$ cat src/rtl/demux_12_reg_pkg.sv
// Shared constants and helpers for the registered 1-to-2 demultiplexer.
package demux_12_reg_pkg;

  // Destination port encodings (matches the 1-bit sel / rr_ptr value).
  localparam logic PORT0 = 1'b0;
  localparam logic PORT1 = 1'b1;

  // Steering modes.
  localparam int RR_OFF = 0;  // destination taken from sel
  localparam int RR_ON  = 1;  // destination alternates, sel ignored

  // A one-entry slot can take a new word when it is empty or being emptied
  // in the same cycle.
  function automatic logic slot_free(input logic valid, input logic ready);
    return (!valid) | ready;
  endfunction

endpackage

$ cat src/rtl/demux_12_reg_if.sv
// Bus bundle of the demultiplexer: one valid/ready input stream, two
// valid/ready output ports and the per-port transfer counters.
interface demux_12_reg_if #(
  parameter int DATA_W = 8,
  parameter int CNT_W  = 8
);
  logic [DATA_W-1:0] in_data;
  logic              in_valid;
  logic              in_ready;
  logic              sel;

  logic [DATA_W-1:0] out0_data;
  logic              out0_valid;
  logic              out0_ready;

  logic [DATA_W-1:0] out1_data;
  logic              out1_valid;
  logic              out1_ready;

  logic [CNT_W-1:0]  cnt0;
  logic [CNT_W-1:0]  cnt1;

  // Producer / consumer side (drives the input stream and the output readys).
  modport master (
    output in_data, in_valid, sel, out0_ready, out1_ready,
    input  in_ready, out0_data, out0_valid, out1_data, out1_valid, cnt0, cnt1
  );

  // Demultiplexer side.
  modport slave (
    input  in_data, in_valid, sel, out0_ready, out1_ready,
    output in_ready, out0_data, out0_valid, out1_data, out1_valid, cnt0, cnt1
  );
endinterface

$ cat src/rtl/demux_out_slot.sv
// One-entry output holding register with valid flag and a wrapping
// count of the words loaded into it.
module demux_out_slot
  import demux_12_reg_pkg::*;
#(
  parameter int DATA_W = 8,
  parameter int CNT_W  = 8
) (
  input  logic              clk,
  input  logic              rst,
  input  logic              i_load,   // accepted word steered to this slot
  input  logic [DATA_W-1:0] i_data,
  input  logic              i_ready,  // consumer takes the held word
  output logic              o_valid,
  output logic [DATA_W-1:0] o_data,
  output logic [CNT_W-1:0]  o_cnt,
  output logic              o_free    // slot can take a word this cycle
);

  logic              r_valid;
  logic [DATA_W-1:0] r_data;
  logic [CNT_W-1:0]  r_cnt;

  // Holding register: a load wins over a drain, so a same-cycle drain and
  // refill keeps the slot full with the new word.
  // NOTE: state is updated with <= so every flop samples pre-edge values;
  // the data register is reset too because its value is a visible output.
  always_ff @(posedge clk or posedge rst) begin
    if (rst) begin
      r_valid <= 1'b0;
      r_data  <= '0;
      r_cnt   <= '0;
    end else begin
      if (i_load) begin
        r_valid <= 1'b1;
        r_data  <= i_data;
        r_cnt   <= r_cnt + CNT_W'(1);
      end else if (r_valid && i_ready) begin
        r_valid <= 1'b0;
      end
    end
  end

  assign o_valid = r_valid;
  assign o_data  = r_data;
  assign o_cnt   = r_cnt;
  assign o_free  = slot_free(r_valid, i_ready);

endmodule

$ cat src/rtl/demux_12_reg.sv
// Registered 1-to-2 demultiplexer: steers each accepted input word to one
// of two one-entry output slots, chosen by sel or by a round-robin pointer.
module demux_12_reg
  import demux_12_reg_pkg::*;
#(
  parameter int DATA_W  = 8,
  parameter int CNT_W   = 8,
  parameter int RR_MODE = RR_OFF
) (
  input  logic           clk,
  input  logic           rst,
  demux_12_reg_if.slave  bus
);

  logic r_rr_ptr;
  logic w_dst;
  logic w_free0;
  logic w_free1;
  logic w_accept;
  logic w_load0;
  logic w_load1;

  // Destination select: live sel (not latched) or the round-robin pointer.
  // NOTE: combinational blocks assign a default first so no latch is inferred.
  always_comb begin
    w_dst = bus.sel;
    if (RR_MODE == RR_ON) begin
      w_dst = r_rr_ptr;
    end
  end

  // in_ready follows the selected slot only; the path from outD_ready is
  // combinational on purpose to allow one word per cycle per port.
  assign bus.in_ready = (w_dst == PORT1) ? w_free1 : w_free0;
  assign w_accept     = bus.in_valid & bus.in_ready;
  assign w_load0      = w_accept & (w_dst == PORT0);
  assign w_load1      = w_accept & (w_dst == PORT1);

  // Round-robin pointer: flips only on an accepted word.
  always_ff @(posedge clk or posedge rst) begin
    if (rst) begin
      r_rr_ptr <= PORT0;
    end else if ((RR_MODE == RR_ON) && w_accept) begin
      r_rr_ptr <= ~r_rr_ptr;
    end
  end

  demux_out_slot #(
    .DATA_W (DATA_W),
    .CNT_W  (CNT_W)
  ) u_slot0 (
    .clk     (clk),
    .rst     (rst),
    .i_load  (w_load0),
    .i_data  (bus.in_data),
    .i_ready (bus.out0_ready),
    .o_valid (bus.out0_valid),
    .o_data  (bus.out0_data),
    .o_cnt   (bus.cnt0),
    .o_free  (w_free0)
  );

  demux_out_slot #(
    .DATA_W (DATA_W),
    .CNT_W  (CNT_W)
  ) u_slot1 (
    .clk     (clk),
    .rst     (rst),
    .i_load  (w_load1),
    .i_data  (bus.in_data),
    .i_ready (bus.out1_ready),
    .o_valid (bus.out1_valid),
    .o_data  (bus.out1_data),
    .o_cnt   (bus.cnt1),
    .o_free  (w_free1)
  );

endmodule

$ cat src/flat_wrapper.sv
// flat-port wrapper written by rule: the top's interface ports become plain ports
module demux_12_reg_flat import demux_12_reg_pkg::*;
#(
  parameter int DATA_W  = 8,
  parameter int CNT_W   = 8,
  parameter int RR_MODE = RR_OFF
)
  (clk, rst, bus_in_data, bus_in_valid, bus_sel, bus_out0_ready, bus_out1_ready, bus_in_ready, bus_out0_data, bus_out0_valid, bus_out1_data, bus_out1_valid, bus_cnt0, bus_cnt1);
  demux_12_reg_if #(.DATA_W(DATA_W), .CNT_W(CNT_W)) bus_i ();
  input  logic clk;
  input  logic rst;
  input wire logic [$bits(bus_i.in_data)-1:0] bus_in_data;
  input wire logic [$bits(bus_i.in_valid)-1:0] bus_in_valid;
  input wire logic [$bits(bus_i.sel)-1:0] bus_sel;
  input wire logic [$bits(bus_i.out0_ready)-1:0] bus_out0_ready;
  input wire logic [$bits(bus_i.out1_ready)-1:0] bus_out1_ready;
  output wire logic [$bits(bus_i.in_ready)-1:0] bus_in_ready;
  output wire logic [$bits(bus_i.out0_data)-1:0] bus_out0_data;
  output wire logic [$bits(bus_i.out0_valid)-1:0] bus_out0_valid;
  output wire logic [$bits(bus_i.out1_data)-1:0] bus_out1_data;
  output wire logic [$bits(bus_i.out1_valid)-1:0] bus_out1_valid;
  output wire logic [$bits(bus_i.cnt0)-1:0] bus_cnt0;
  output wire logic [$bits(bus_i.cnt1)-1:0] bus_cnt1;
  assign bus_i.in_data = bus_in_data;
  assign bus_i.in_valid = bus_in_valid;
  assign bus_i.sel = bus_sel;
  assign bus_i.out0_ready = bus_out0_ready;
  assign bus_i.out1_ready = bus_out1_ready;
  assign bus_in_ready = bus_i.in_ready;
  assign bus_out0_data = bus_i.out0_data;
  assign bus_out0_valid = bus_i.out0_valid;
  assign bus_out1_data = bus_i.out1_data;
  assign bus_out1_valid = bus_i.out1_valid;
  assign bus_cnt0 = bus_i.cnt0;
  assign bus_cnt1 = bus_i.cnt1;
  demux_12_reg #(.DATA_W(DATA_W), .CNT_W(CNT_W), .RR_MODE(RR_MODE)) u_core (.clk(clk), .rst(rst), .bus(bus_i));
endmodule
$ cat config.mk
export PLATFORM = sky130hd
export DESIGN_NAME = demux_12_reg_flat
export DESIGN_NICKNAME = d
export VERILOG_FILES = /design/src/rtl/demux_12_reg_pkg.sv /design/src/rtl/demux_12_reg_if.sv /design/src/rtl/demux_out_slot.sv /design/src/rtl/demux_12_reg.sv /design/src/flat_wrapper.sv
export SDC_FILE = /design/constraint.sdc
export NUM_CORES = 1
export LEC_CHECK = 0
export ABC_AREA = 1
export CORE_AREA = 2 2 71 86
export DETAILED_ROUTE_END_ITERATION = 6
export DIE_AREA = 0 0 73 88
export GPL_TIMING_DRIVEN = 0
export PLACE_DENSITY = 0.62
export SLEW_MARGIN = 0
export SYNTH_ARGS = -nofsm -noshare
export SYNTH_HDL_FRONTEND = slang
export SYNTH_SLANG_ARGS = --single-unit
$ cat constraint.sdc
create_clock -name clk -period 1.34 [get_ports clk]
set_input_delay 0.402 -clock clk [delete_from_list [all_inputs] [get_ports clk]]
set_output_delay 0.402 -clock clk [all_outputs]
set_load 0.05 [all_outputs]
==> results <==
- The via count is 1354.
- The H-tree was split into 2 levels.
- The number of slew-limit violations in the final report is 0.
- The DRC violation count after routing is 0.
- Measured against its own limit, the worst slew margin works out to between 50% and 60%.
- The latest clock arrival within the worst-skew pair is 280 ps.
- The startpoint type of the worst setup path is a primary input.
- The synthesized design devotes to its leading area cell type just over 50% of total area.
- The checks that failed: setup timing.
- The vertical die dimension is 88 um.
- The flip-flop and latch count after synthesis is 34.
- The cell repeated most along the worst path is sky130_fd_sc_hd__nand2_2.
- The number of global-route vias before repair is 1297.
- Buffers placed on the I/O ports in this run total between 40 and 50.
- The total number of placement rows is 30.
- The final RePlAce weighted congestion is 0.767.
- The critical path goes through dlygate4sd2_1 > inv_2 > nand2_2 > nand2_2 > buf_8.
- The core region is between 5000 and 6000 um^2.
- By area the synthesized netlist is led by sky130_fd_sc_hd__dfrtp_1, sky130_fd_sc_hd__nand2_1, sky130_fd_sc_hd__o21ai_2.
- The number of buffers created by CTS is 5.
- The number of filler instances in the final layout is roughly 560.
- The cell area after layout is 2410 um^2.
- The cell area that synthesis handed to floorplanning was between 1500 and 2000 um^2.
- The power per standard cell area is 1850 nW/um^2.
- The most common cell after layout, fill and taps aside is sky130_fd_sc_hd__nand2_1.
- The setup slack after layout is -133 ps.
- The post-placement cell area is 2240 um^2.
- The count of endpoints failing setup in the final report is 14.
- In this run the mean area of a mapped cell was 9.36 um^2.
- The kind of cell with the highest combined delay along the critical path is buffers and inverters.
- No sink is reached through more buffers than the 2 on the longest clock path.
- The number of clock sinks is 34.
- From synthesis to final layout, the design area changed by 47.0%.
- The design draws approximately 0.0045 W.
- 49 I/O pins were placed.
- Before antenna repair, the detailed router went through 4 iterations.
- The delay of the slowest critical-path stage is 310 ps.
- IR analysis of the VDD net gives a maximum drop of 1.35 mV.
- The total inserted antenna cells is 0.
- The CTS tree is built.
- The number of max-cap violations is 0.
- The synthesized net count is 191.
- The number of buffers and inverters on the critical path is 3.
- The path type of the worst min-delay path is reg2reg.
- For the worst setup path, the data required time is 940 ps.
- The initial antenna violation count is 0.
- The run finished, with violations left.
- The vias per cell is 4.41.
- The CTS root buffer is sky130_fd_sc_hd__clkbuf_8.
- Of all nets on the critical path, the largest fanout is 3.
- The worst path uses 110% of the clock period.
- For the final database, setup skew stands at roughly 7.6 ps.
- The tightest hold path in the finished design has a slack of 481 ps.
- For this run, the number of standard cells in the final layout without fillers is 307.
- Summed over all nets, the half-perimeter wirelength after detailed placement is about 2700 um.
- The slowest library cell on the worst path is sky130_fd_sc_hd__dlygate4sd2_1.
- Summed over all cells, the static leakage comes to 1.18 nW.
- The pin count of the biggest net entering global routing is 21.
- The number of placed instances, taps included is 288.
- After the first detailed-routing iteration, the DRC count stood at 31.
- The first global-routing pass estimated 6400 um of wire.
- The number of nets in the layout is about 260.
- Clock-pin slew was measured on the worst setup and hold paths at 70 ps.
- The final number of hold-violating endpoints is 0.
- The transition time at the pin with the least slew margin is 689 ps.
- Of the cells placed in the final design, the portion with a size suffix greater than 1 is around 44%.
- The Yosys step of the flow raised 0 warnings.
- In this run, distinct cell masters in the synthesized netlist total 23.
- The effective utilization at floorplan is 29.3%.
- The routed wirelength normalized by instance count is 12.5 um.
- The critical path is of the in2out type.
- The worst setup path is captured at a primary output.
- The overall routed net length is 3840 um.
- The most area-hungry cell type in the Yosys netlist is sky130_fd_sc_hd__dfrtp_1.
- The portion of the post-synthesis area used by sequential elements is 51.9%.
- The overall die area is 6420 um^2.
- The die extent in x is 73 um.
- The antenna violation net count after detailed routing is 0.
- Setup repair after global routing could not meet its margin everywhere.
- OpenSTA, run right after detailed placement, puts the worst setup slack at -1020 ps.
- For this run the aggregate overflow at the end of global routing stands at 0.
- The number of cells produced by synthesis is 175.
- The fmax is 0.679 GHz.
- In the layout the commonest cells are sky130_fd_sc_hd__nand2_1, sky130_fd_sc_hd__dfrtp_1, sky130_fd_sc_hd__buf_4.
- The clock period minus final worst setup slack is 1470 ps.
- The signal arrival time at the worst endpoint is roughly 1100 ps.
- The overall fraction of global-route tracks in use is 13.1%.
-- synth_stat cells (all sizes together) --
master,instances
xor2,2
nand3,8
ha,2
nand2,64
nor3,3
o21ai,21
nand3b,4
nor2,10
xnor2,3
dfrtp,34
buf,4
inv,20
-- state kept, by name, indices dropped and copies added (netlist names) --
signal / flops
u_core.u_slot0.o_data: 8
u_core.u_slot0.o_valid: 1
u_core.u_slot1.o_cnt: 8
u_core.u_slot1.o_data: 8
u_core.u_slot0.o_cnt: 8
u_core.u_slot1.o_valid: 1
-- metal layers --
layer | GRT usage (%) | part of all wire, % | up-vias
met2 | 21.3 | 51 | 31
met3 | 4.60 | 4.9 | 6
met5 | 0 | 0 | -
li1 | - | - | 682
met1 | 15.9 | 42 | 635
met4 | 5.05 | 1.4 | 0
-- worst paths after layout --
check	end	cells past startpoint	slack, ps	from
hold reg to reg	u_core.u_slot0.o_data[7]$_DFFE_PP0P_	2	480	u_core.u_slot0.o_data[7]$_DFFE_PP0P_
max in group asynchronous	u_core.u_slot0.o_cnt[0]$_DFFE_PP0P_	3	270	rst
hold / removal	u_core.u_slot0.o_data[7]$_DFFE_PP0P_	2	480	u_core.u_slot0.o_data[7]$_DFFE_PP0P_
setup reg to reg	u_core.u_slot1.o_data[5]$_DFFE_PP0P_	8	-50	u_core.u_slot1.o_valid$_DFFE_PP0P_
min in group asynchronous	u_core.u_slot1.o_data[6]$_DFFE_PP0P_	2	520	rst
setup / recovery	bus_in_ready	5	-130	bus_sel
-- cell families after synthesis --
group,after synthesis,synth area share (%)
XOR/XNOR,5,3.13
buffers and inverters,24,7.79
AO/OA/AOI/OAI,21,10.1
AND/OR/NAND/NOR,89,25.5
adder cells (fa/ha/maj),2,1.53
flip-flops,34,51.9
-- power breakdown --
part | internal, W | switching (W)
Combinational | 0.000716 | 0.00131
Sequential | 0.00128 | 0.000233
Clock | 0.000556 | 0.000360
-- per-stage QoR --
stage,TNS [ps],utilization (%)
floorplan,-28.1,-
global placement,-42100,39.5
detailed placement,-19700,40.0
CTS,-217,41.1
global route,-1970,43.0
finish,-574,43.0
-- cell type report --
cell class,count,area (um^2),area share (%)
clock inverter,1,30.0,1.25
clock buffer,7,76.3,3.17
buffer,4,65.1,2.70
sequential,34,866,36.0
timing repair buffer,60,523,21.7
tap,64,80.1,3.33
multi-input combinational,117,687,28.5
inverter,20,80.1,3.33
-- tightest hold or removal path, delay by kind of cell, from the launching register on --
family / cells / cell delay, ps
DFF: 1 / 340
and+or+nand+nor: 1 / 60
AOI/OAI and AO/OA: 1 / 50
-- timing repair --
item                                    4_1_cts  5_1_grt
hold buffers                                  0        0
gates resized for setup                     208       32
endpoints found under the setup margin       45       41
setup buffers                                 7        4
pin swaps                                     4        4
Power figures use the tool's default switching activity.
